--- src/rtl/pa_fmau_pkg.sv ---
// Shared constants and rounding-mode encodings for the FMUL normalize/round stage.
package pa_fmau_pkg;

  localparam int SINGLE_FRAC = 23;
  localparam int SINGLE_EXPN = 8;
  localparam int EXPN_W      = 10;
  localparam int EXP_BIAS    = 127;

  // Largest biased exponent; anything at or above it has overflowed.
  localparam logic [EXPN_W-1:0] EXP_OVF = 10'd255;

  // Magnitude encodings (sign bit supplied separately).
  localparam logic [30:0] MAG_MAX_FINITE = 31'h7F7F_FFFF;
  localparam logic [30:0] MAG_INF        = 31'h7F80_0000;

  typedef enum logic [2:0] {
    RM_RNE = 3'd0,
    RM_RTZ = 3'd1,
    RM_RDN = 3'd2,
    RM_RUP = 3'd3,
    RM_RMM = 3'd4
  } rm_e;

  // Unused encodings 5-7 fall back to round-to-nearest-even.
  function automatic rm_e rm_decode(input logic [2:0] rm);
    case (rm)
      3'd1:    rm_decode = RM_RTZ;
      3'd2:    rm_decode = RM_RDN;
      3'd3:    rm_decode = RM_RUP;
      3'd4:    rm_decode = RM_RMM;
      default: rm_decode = RM_RNE;
    endcase
  endfunction

endpackage

--- src/rtl/pa_fmau_rnd_inc.sv ---
// Rounding increment decision and incremented significand for the EX3 stage.
module pa_fmau_rnd_inc
  import pa_fmau_pkg::*;
(
  input  rm_e         i_rm,
  input  logic        i_sign,
  input  logic        i_lsb,
  input  logic        i_g,
  input  logic        i_s,
  input  logic [23:0] i_mant,
  output logic        o_inc,
  output logic [24:0] o_mant_r
);

  // Pick the increment from the rounding mode, then add it with one carry bit.
  always_comb begin
    o_inc = 1'b0;
    case (i_rm)
      RM_RNE:  o_inc = i_g & (i_s | i_lsb);
      RM_RTZ:  o_inc = 1'b0;
      RM_RDN:  o_inc = i_sign & (i_g | i_s);
      RM_RUP:  o_inc = ~i_sign & (i_g | i_s);
      RM_RMM:  o_inc = i_g;
      default: o_inc = i_g & (i_s | i_lsb);
    endcase
    o_mant_r = {1'b0, i_mant} + {24'd0, o_inc};
  end

endmodule

--- src/rtl/pa_fmau_frac_rnd.sv ---
// FMUL normalize (EX2) and round/pack (EX3) stage following the 24x24 significand multiplier.
module pa_fmau_frac_rnd
  import pa_fmau_pkg::*;
(
  input  logic        forever_cpuclk,
  input  logic        cpurst,
  input  logic [47:0] ex2_mult_data,
  input  logic [9:0]  ex2_expn,
  input  logic        ex2_sign,
  input  logic [2:0]  ex2_rm,
  input  logic        ex2_vld,
  input  logic        ctrl_dp_ex2_inst_pipe_down,
  input  logic        ctrl_xx_ex2_warm_up,
  input  logic        ctrl_xx_ex3_stall,
  input  logic        ctrl_xx_flush,
  output logic        ex3_vld,
  output logic [31:0] ex3_result,
  output logic        ex3_flag_of,
  output logic        ex3_flag_uf,
  output logic        ex3_flag_nx
);

  // EX2 working signals
  logic [23:0]        w_nrm_mant;
  logic               w_nrm_g;
  logic               w_nrm_s;
  logic signed [10:0] w_nrm_e;
  logic signed [10:0] w_sh_raw;
  logic [4:0]         w_shamt;
  logic               w_subn;
  logic [50:0]        w_sh_vec;
  logic [23:0]        w_ex2_mant;
  logic               w_ex2_g;
  logic               w_ex2_s;
  logic [9:0]         w_ex2_e;
  logic               w_ex2_load;

  // EX3 registers
  logic               r_ex3_vld;
  logic [23:0]        r_mant;
  logic               r_g;
  logic               r_s;
  logic [9:0]         r_e;
  logic               r_sign;
  rm_e                r_rm;
  logic               r_zero;

  // EX3 working signals
  logic               w_inc;
  logic [24:0]        w_mant_r;
  logic [23:0]        w_mant_f;
  logic [9:0]         w_e_post;
  logic               w_of;
  logic               w_nx;
  logic               w_uf;
  logic               w_use_max;
  logic [31:0]        w_result;

  // Normalize the product so the hidden bit sits at mant[23], extending the exponent to 11 bits
  // so that expn+1 cannot wrap.
  always_comb begin
    if (ex2_mult_data[47]) begin
      w_nrm_mant = ex2_mult_data[47:24];
      w_nrm_g    = ex2_mult_data[23];
      w_nrm_s    = |ex2_mult_data[22:0];
      w_nrm_e    = $signed({ex2_expn[9], ex2_expn}) + 11'sd1;
    end else begin
      w_nrm_mant = ex2_mult_data[46:23];
      w_nrm_g    = ex2_mult_data[22];
      w_nrm_s    = |ex2_mult_data[21:0];
      w_nrm_e    = $signed({ex2_expn[9], ex2_expn});
    end
  end

  // Subnormal denormalization: shift {mant,g} right by min(1-e,26); the 26 trailing zero bits
  // catch everything shifted out so it can be folded into sticky.
  always_comb begin
    w_subn   = (w_nrm_e <= 11'sd0);
    w_sh_raw = 11'sd1 - w_nrm_e;
    w_shamt  = 5'd0;
    if (w_subn) begin
      if (w_sh_raw > 11'sd26) w_shamt = 5'd26;
      else                    w_shamt = w_sh_raw[4:0];
    end
    w_sh_vec   = {w_nrm_mant, w_nrm_g, 26'd0} >> w_shamt;
    w_ex2_mant = w_sh_vec[50:27];
    w_ex2_g    = w_sh_vec[26];
    w_ex2_s    = w_nrm_s | (|w_sh_vec[25:0]);
    w_ex2_e    = w_subn ? 10'd0 : w_nrm_e[9:0];
  end

  assign w_ex2_load = (ctrl_dp_ex2_inst_pipe_down & ~ctrl_xx_ex3_stall) | ctrl_xx_ex2_warm_up;

  // EX3 valid bit: flush beats stall, stall holds, otherwise follow the advancing EX2 instruction.
  always_ff @(posedge forever_cpuclk) begin
    if (cpurst)                 r_ex3_vld <= 1'b0;
    else if (ctrl_xx_flush)     r_ex3_vld <= 1'b0;
    else if (ctrl_xx_ex3_stall) r_ex3_vld <= r_ex3_vld;
    else                        r_ex3_vld <= ex2_vld & ctrl_dp_ex2_inst_pipe_down;
  end

  // EX3 data bank, deliberately without reset; contents are only visible while valid.
  always_ff @(posedge forever_cpuclk) begin
    if (w_ex2_load) begin
      r_mant <= w_ex2_mant;
      r_g    <= w_ex2_g;
      r_s    <= w_ex2_s;
      r_e    <= w_ex2_e;
      r_sign <= ex2_sign;
      r_rm   <= rm_decode(ex2_rm);
      r_zero <= (ex2_mult_data == 48'd0);
    end
  end

  pa_fmau_rnd_inc u_rnd_inc (
    .i_rm     (r_rm),
    .i_sign   (r_sign),
    .i_lsb    (r_mant[0]),
    .i_g      (r_g),
    .i_s      (r_s),
    .i_mant   (r_mant),
    .o_inc    (w_inc),
    .o_mant_r (w_mant_r)
  );

  // Post-round renormalization: a carry out bumps the exponent, and a subnormal that rounds up
  // into the hidden bit becomes the smallest normal.
  always_comb begin
    if (w_mant_r[24]) begin
      w_mant_f = w_mant_r[24:1];
      w_e_post = r_e + 10'd1;
    end else begin
      w_mant_f = w_mant_r[23:0];
      if ((r_e == 10'd0) && w_inc && w_mant_r[23]) w_e_post = 10'd1;
      else                                         w_e_post = r_e;
    end
  end

  // Overflow/inexact/underflow flags and IEEE packing; directed rounding toward zero saturates
  // to max-finite instead of infinity.
  always_comb begin
    w_of      = (w_e_post >= EXP_OVF);
    w_nx      = r_g | r_s | w_of;
    w_uf      = w_nx & (w_e_post == 10'd0);
    w_use_max = (r_rm == RM_RTZ) | ((r_rm == RM_RDN) & ~r_sign) | ((r_rm == RM_RUP) & r_sign);
    w_result  = {r_sign, w_e_post[SINGLE_EXPN-1:0], w_mant_f[SINGLE_FRAC-1:0]};
    if (r_zero) begin
      w_result = {r_sign, 31'd0};
      w_of     = 1'b0;
      w_nx     = 1'b0;
      w_uf     = 1'b0;
    end else if (w_of) begin
      w_result = {r_sign, (w_use_max ? MAG_MAX_FINITE : MAG_INF)};
    end
  end

  assign ex3_vld     = r_ex3_vld;
  assign ex3_result  = r_ex3_vld ? w_result : 32'd0;
  assign ex3_flag_of = r_ex3_vld & w_of;
  assign ex3_flag_uf = r_ex3_vld & w_uf;
  assign ex3_flag_nx = r_ex3_vld & w_nx;

endmodule
--- config.mk ---
export PLATFORM = sky130hd
export DESIGN_NAME = pa_fmau_frac_rnd
export DESIGN_NICKNAME = d
export VERILOG_FILES = /design/src/rtl/pa_fmau_pkg.sv /design/src/rtl/pa_fmau_rnd_inc.sv /design/src/rtl/pa_fmau_frac_rnd.sv
export SDC_FILE = /design/constraint.sdc
export NUM_CORES = 1
export LEC_CHECK = 0
export ABC_AREA = 1
export ABC_CLOCK_PERIOD_IN_PS = 9400
export CAP_MARGIN = 20
export CORE_MARGIN = 2
export CORE_UTILIZATION = 50
export DETAILED_ROUTE_END_ITERATION = 16
export PLACE_DENSITY = 0.87
export SYNTH_ARGS = -nofsm -noshare
export SYNTH_HDL_FRONTEND = slang
export SYNTH_HIERARCHICAL = 1
export SYNTH_SLANG_ARGS = --single-unit
--- constraint.sdc ---
create_clock -name forever_cpuclk -period 9.4 [get_ports forever_cpuclk]
set_clock_uncertainty 0.05 [all_clocks]
set_input_delay 1.88 -clock forever_cpuclk [delete_from_list [all_inputs] [get_ports forever_cpuclk]]
set_output_delay 1.88 -clock forever_cpuclk [all_outputs]
set_load 0.05 [all_outputs]
==> summary.md, run 1 <==
| Metric | Value |
|---|---|
| Post-Synth XOR/XNOR Area | `0.0338` |
| Crit-path max FO | `30` |
| Hold Crit Class | `reg -> reg` |
| Number of clock sinks | `42` |
| Hold_buf cts | `0` |
| Post-place setup slack | `~1.7 ns` |
| Buffers on Ports | `between 100 and 150` |
| Initial Util | `0.506` |
| Largest net degree at the start of global routing | `42` |
| PnR worst setup slack | `roughly 1.4 ns` |
| DR DRC count | `0` |
| Post-CTS setup repair buffer count | `0` |
| Final WL | `between 10000 and 15000 um` |
| GRT Overall Usage | `0.253` |
| Critical path endpoint category | `output port` |
| H-tree depth | `2` |
| Routability Congestion | `~0.94` |
| Headroom to the max-slew limit | `0.384` |
| Die H | `108 um` |
| Final Hold Viols | `0` |
| Crit path time final | `8.02 ns` |
| Pwr dens | `101 nW/um^2` |
| Maximum capacitance violations | `0` |
| Vias in the first global route | `5729` |
| Area after DPL | `6530 sq um` |
| Post-synth EDFFs | `just over 40` |
| Post-synth ARST share | `0` |
| # IOs | `105` |
| CTS Buf Count | `5` |
| NumNets Final | `1098` |
| Drt wl/cell | `12.4 um` |
| Setup crit start kind | `flip-flop` |
| Area of the die | `roughly 12000 sq um` |
| GRT overflow | `0` |
| WP buf/inv | `3` |
| Final period utilization | `0.853` |
| Yosys Warn Count | `6` |
| First-pass GRT wire length | `24600 um` |
| Initial drt markers | `675` |
| Via density | `5.43` |
| Yosys cell types | `45` |
| Synth Register Bits | `42` |
| DP Wirelength | `11600 um` |
| Synth-to-Final Area Change | `21.9%` |
| Mux share of post-synthesis cell area | `0.0110` |
| Via count | `between 6000 and 7000` |
| WS Path Type | `reg -> out` |
| Cell family with most CP delay | `simple AND/OR/NAND/NOR gates` |
| Crit path required time | `about 7.5 ns` |
| Simple-gate share of the synthesized area | `0.495` |
| Power, Total | `668 uW` |
| Synth Area in Compound Gates | `0.105` |
| Top_reg_cell synth | `edfxtp_1` |
| FMAX | `0.125 GHz` |
| Design area | `6630 sq um` |
| Setup violations, final | `0` |
| Post-synthesis adder-cell area fraction | `0.0184` |
| Actual slew at the worst max-slew pin | `about 0.9 ns` |
| Core Box Area | `10700 sq um` |
| Sequential area share after synthesis | `0.230` |
| Die Wd | `108 um` |
| Mapped Cells | `943` |
| Critical-path top delay cell | `clkdlybuf4s50_1` |
| Antenna Nets Post-Route | `0` |
| P_leak | `3.07 nW` |
| Fin. max-slew vios | `0` |
| Synth Cell Area | `5440 sq um` |
| Clk pin slew, worst setup/hold paths | `0.08 ns` |
| RSZ-0062 raised after global routing | `false` |
| Clk root buf | `clkbuf_8` |
| CTS max path bufs | `2` |
| Critical path's largest stage delay | `roughly 0.85 ns` |
| CP arrival | `6.09 ns` |
| Resized cells post-CTS | `0` |
| Synthesized Nets | `1020` |
| Main combinational cell family by area after synthesis | `simple AND/OR/NAND/NOR gates` |
| Initial antenna violation count | `0` |
| Peak VDD IR | `0.0000746 V` |
| Worst-skew pair later-pin latency | `0.29 ns` |
| DR pass1 iterations | `6` |
| Diode count | `0` |
| CTS tree | `built` |
| Synthesized area per cell | `5.77 sq um` |
| Setup TNS | `0 ns` |
| Worst path most repeated cell | `nand2_1` |
| Row cnt | `38` |
| Hold WS | `0.464 ns` |
| Outcome | `finished, final reports clean` |
| Share of layout cells above drive strength 1 | `0.0391` |
-- layout by cell type (no fill, tap or decap), types with 8 or more instances in the layout --
cell type,count
xor2_1,13
clkdlybuf4s50_1,104
inv_1,99
o21ai_0,35
nor2_1,94
nor4_1,10
edfxtp_1,41
nand3_1,146
ha_1,8
xnor2_1,8
a31oi_1,25
a21oi_1,15
nand2_1,333
nand4_1,10
-- flip-flops by register name, indices dropped and copies added (netlist names) --
register  cells
ex3_vld       1
r_e          10
r_g           1
r_mant       24
r_rm          3
r_s           1
r_sign        1
r_zero        1
-- power breakdown --
part	internal, mW	switching, mW
Combinational	0.108	0.185
Clock	0.0521	0.0608
Sequential	0.237	0.0252
-- logic make-up after synthesis --
family                     after synthesis
AOI/OAI and AO/OA                       96
adders and majority gates                8
and+or+nand+nor                        627
buffers and inverters                  143
DFF                                     42
xor gates and xnor gates                21
muxes                                    6
-- cell usage after synthesis, types with 7 or more instances --
master | instances | share of area
o21ai_0 | 35 | 0.032
edfxtp_1 | 41 | 0.23
a21oi_1 | 15 | 0.014
nand2_1 | 333 | 0.23
xnor2_1 | 8 | 0.013
inv_1 | 99 | 0.068
nand4_1 | 10 | 0.011
nor4_1 | 10 | 0.011
a31oi_1 | 25 | 0.029
buf_2 | 17 | 0.016
nor3_1 | 7 | 0.0064
ha_1 | 8 | 0.018
nand3_1 | 146 | 0.13
nor2_1 | 94 | 0.065
xor2_1 | 13 | 0.021
clkbuf_1 | 18 | 0.012
-- routing by layer --
metal,track usage,share of wire,up-vias
met5,0,0,-
met4,0.0925,0.024,0
met3,0.0223,0.058,35
met2,0.466,0.49,248
met1,0.306,0.43,2782
li1,-,-,3250
-- worst register-to-register path, delay by kind of cell (launching register included) --
family           cells  cell delay, ns
flip-flops           1            0.38
AO/OA/AOI/OAI        1            0.25
AND/OR/NAND/NOR      1            0.06
-- per-stage QoR --
step	std cells	utilization
floorplan	943	-
global placement	1152	0.605
detailed placement	1153	0.607
CTS	1161	0.616
global route	1162	0.617
finish	1162	0.617
-- final cells by class --
type,instances,area (sq um)
Fill cell,1046,4110
Multi-Input combinational cell,758,3610
Sequential cell,42,1250
Timing Repair Buffer,111,1120
Inverter,103,387
Tap cell,140,175
Clock buffer,5,68.8
Clock inverter,3,21.3
-- worst paths after layout --
check / start / end / slack [ns] / cells past startpoint
max: r_sign / ex3_result[2] / 1.38 / 26
min: ex3_vld / ex3_vld / 0.46 / 2
max reg2reg: ex3_vld / ex3_vld / 8.56 / 2
min reg2reg: ex3_vld / ex3_vld / 0.46 / 2
Power figures use the tool's default switching activity.
==> run 2, diff against run 1 <==
--- a/config.mk
+++ b/config.mk
@@ -7,7 +7,7 @@
 export LEC_CHECK = 0
 export ABC_AREA = 1
 export ABC_CLOCK_PERIOD_IN_PS = 9400
-export CAP_MARGIN = 20
+export CAP_MARGIN = 40
 export CORE_MARGIN = 2
 export CORE_UTILIZATION = 50
 export DETAILED_ROUTE_END_ITERATION = 16
==> run 2 against run 1 <==
  * Sequential cell count unchanged
  * Cell area up 0.72%
  * Clock power rose by 49%
  * Largest power group unchanged
  * Sequential share of layout area is 0.13 points lower
  * Register-to-register slack is essentially flat
  * Count of clock-buffer cells in the layout unchanged
  * Setup slack got worse by 0.098 ns
  * Global-route usage grew 0.63 points
  * Critical path type unchanged
  * Final cell count stayed put
  * Largest cell class unchanged
  * Maximum frequency fell by 1.2%
  * Worst hold slack improved by 0.0017 ns
  * Routed wire length up 1.6%
==> summary.md, run 2 (synthesis results as in run 1) <==
| Metric | Value |
|---|---|
| GRT overflow | `0 (unchanged)` |
| Actual slew at the worst max-slew pin | `0.923 ns (+0.000514 ns)` |
| WP buf/inv | `3 (unchanged)` |
| Critical path endpoint category | `output port` |
| DR DRC count | `0 (unchanged)` |
| NumNets Final | `1098 (unchanged)` |
| Die H | `108 um (unchanged)` |
| Via density | `5.45 (+0.29%)` |
| Hold_buf cts | `0 (unchanged)` |
| Initial Util | `0.506 (unchanged)` |
| Diode count | `0 (unchanged)` |
| Fin. max-slew vios | `0 (unchanged)` |
| Crit path required time | `7.47 ns (about the same)` |
| Vias in the first global route | `5713 (-0.28%)` |
| Setup TNS | `0 ns (unchanged)` |
| Met1 Resource Use GR | `0.317 (+0.0112)` |
| Row cnt | `38 (unchanged)` |
| Commonest non-fill, non-tap cells in the layout | `nand2_1 (333), nand3_1 (146), clkdlybuf4s50_1 (104)` |
| Synth-to-Final Area Change | `22.8%` |
| Crit path time final | `8.12 ns (+0.0979 ns)` |
| WS Path Type | `reg -> out` |
| Peak VDD IR | `0.0000647 V (-13%)` |
| Pwr dens | `108 nW/um^2 (+7.6%)` |
| Power, Total | `724 uW (+8.4%)` |
| Clk root buf | `clkbuf_8` |
| Buffers on Ports | `104 (unchanged)` |
| Met3 Resource Use GR | `0.0229 (+0.000603)` |
| DP Wirelength | `11700 um (+0.53%)` |
| Most flop-heavy register | `r_mant` |
| Initial antenna violation count | `0 (unchanged)` |
| Setup violations, final | `0 (unchanged)` |
| Biggest registers after layout | `r_mant x24, r_e x10, r_rm x3` |
| Hold Crit Class | `reg -> reg` |
| Initial drt markers | `685 (+1.5%)` |
| DR pass1 iterations | `6 (unchanged)` |
| Antenna Nets Post-Route | `0 (unchanged)` |
| Resized cells post-CTS | `0 (unchanged)` |
| First-pass GRT wire length | `25100 um (+2.1%)` |
| RSZ-0062 raised after global routing | `false` |
| P_leak | `3.09 nW (+0.79%)` |
| Routability Congestion | `0.944 (unchanged)` |
| Cell family with most CP delay | `simple AND/OR/NAND/NOR gates` |
| Headroom to the max-slew limit | `0.383 (about the same)` |
| Post-CTS setup repair buffer count | `0 (unchanged)` |
| Maximum capacitance violations | `0 (unchanged)` |
| Area of the die | `11700 sq um (unchanged)` |
| GRT Overall Usage | `0.260 (+0.00634)` |
| GR Layer Usage met2 | `0.475 (+0.00898)` |
| Setup crit start kind | `flip-flop` |
| Drt wl/cell | `12.6 um (+1.6%)` |
| Number of clock sinks | `42 (unchanged)` |
| Via count | `6333 (+0.29%)` |
| Max reg flops | `24 (unchanged)` |
| Worst-skew pair later-pin latency | `0.29 ns (about the same)` |
| Largest net degree at the start of global routing | `42 (unchanged)` |
| Outcome | `finished, final reports clean` |
| Final period utilization | `0.863 (+0.0104)` |
| Share of layout cells above drive strength 1 | `0.0391 (unchanged)` |
| Most Crowded Layer GR | `met2` |
| H-tree depth | `2 (unchanged)` |
| Most common cell after layout, fill and taps aside | `nand2_1` |
| CTS max path bufs | `2 (unchanged)` |
| CTS Buf Count | `5 (unchanged)` |
| CP arrival | `6.19 ns (+0.10 ns)` |
| # IOs | `105 (unchanged)` |
| Final Hold Viols | `0 (unchanged)` |
| Critical-path top delay cell | `clkdlybuf4s50_1` |
| Crit-path max FO | `30 (unchanged)` |
| FMAX | `0.123 GHz (-1.2%)` |
| Final WL | `14700 um (+1.6%)` |
| Critical path's largest stage delay | `0.86 ns (about the same)` |
| Worst path most repeated cell | `nand2_1` |
| Die Wd | `108 um (unchanged)` |
| Clk pin slew, worst setup/hold paths | `0.08 ns (about the same)` |
| Core Box Area | `10700 sq um (unchanged)` |
| CTS tree | `built` |
[run 2: cell count changes in the layout (fill, tap and decap cells not counted), sizes merged]
cell,delta
bufinv,+2
clkinv,-1
clkinvlp,-1
[run 2: per-layer routing]
layer	part of all wire	routed length [um]
met5	0	0
met4	0.027	403
met3	0.052	766
met2	0.50	7290
met1	0.42	6230
[run 2: layout make-up]
cell class / count / area [sq um]
multi-input combinational: 758 / 3610
clock buffer: 5 / 68.8
fill: 1040 / 4070
inverter: 103 / 387
clock inverter: 3 / 68.8
timing repair buffer: 111 / 1120
sequential: 42 / 1250
tap: 140 / 175
[run 2: metrics by stage]
step           instances  hold slack (ns)   util  setup WS (ns)  cell area, sq um
5_1_grt             1162            0.486  0.622          0.636              6680
3_5_place_dp        1154            0.455  0.609           1.66              6540
4_1_cts             1162            0.467  0.622           1.27              6680
6_report            1162            0.466  0.622           1.28              6680
2_1_floorplan        943            0.641      -           2.73              5440
3_3_place_gp        1152            0.447  0.605           1.77              6500
[run 2: worst min-delay path, cell delays in order, from the launching register on]
cell	delay, ns
dfxtp_1	0.34
nand2_1	0.06
a211oi_1	0.07
[run 2: final timing paths]
path              startpoint             to  slack [ns]  depth (start not counted)
setup / recovery      r_sign  ex3_result[2]        1.28                         26
hold / removal       ex3_vld        ex3_vld        0.47                          2
setup reg to reg     ex3_vld        ex3_vld        8.56                          2
hold reg to reg      ex3_vld        ex3_vld        0.47                          2
[run 2: power breakdown]
part	internal (mW)	total (mW)	switching, mW
clock	0.106	0.168	0.0620
sequential	0.237	0.263	0.0254
combinational	0.108	0.293	0.185
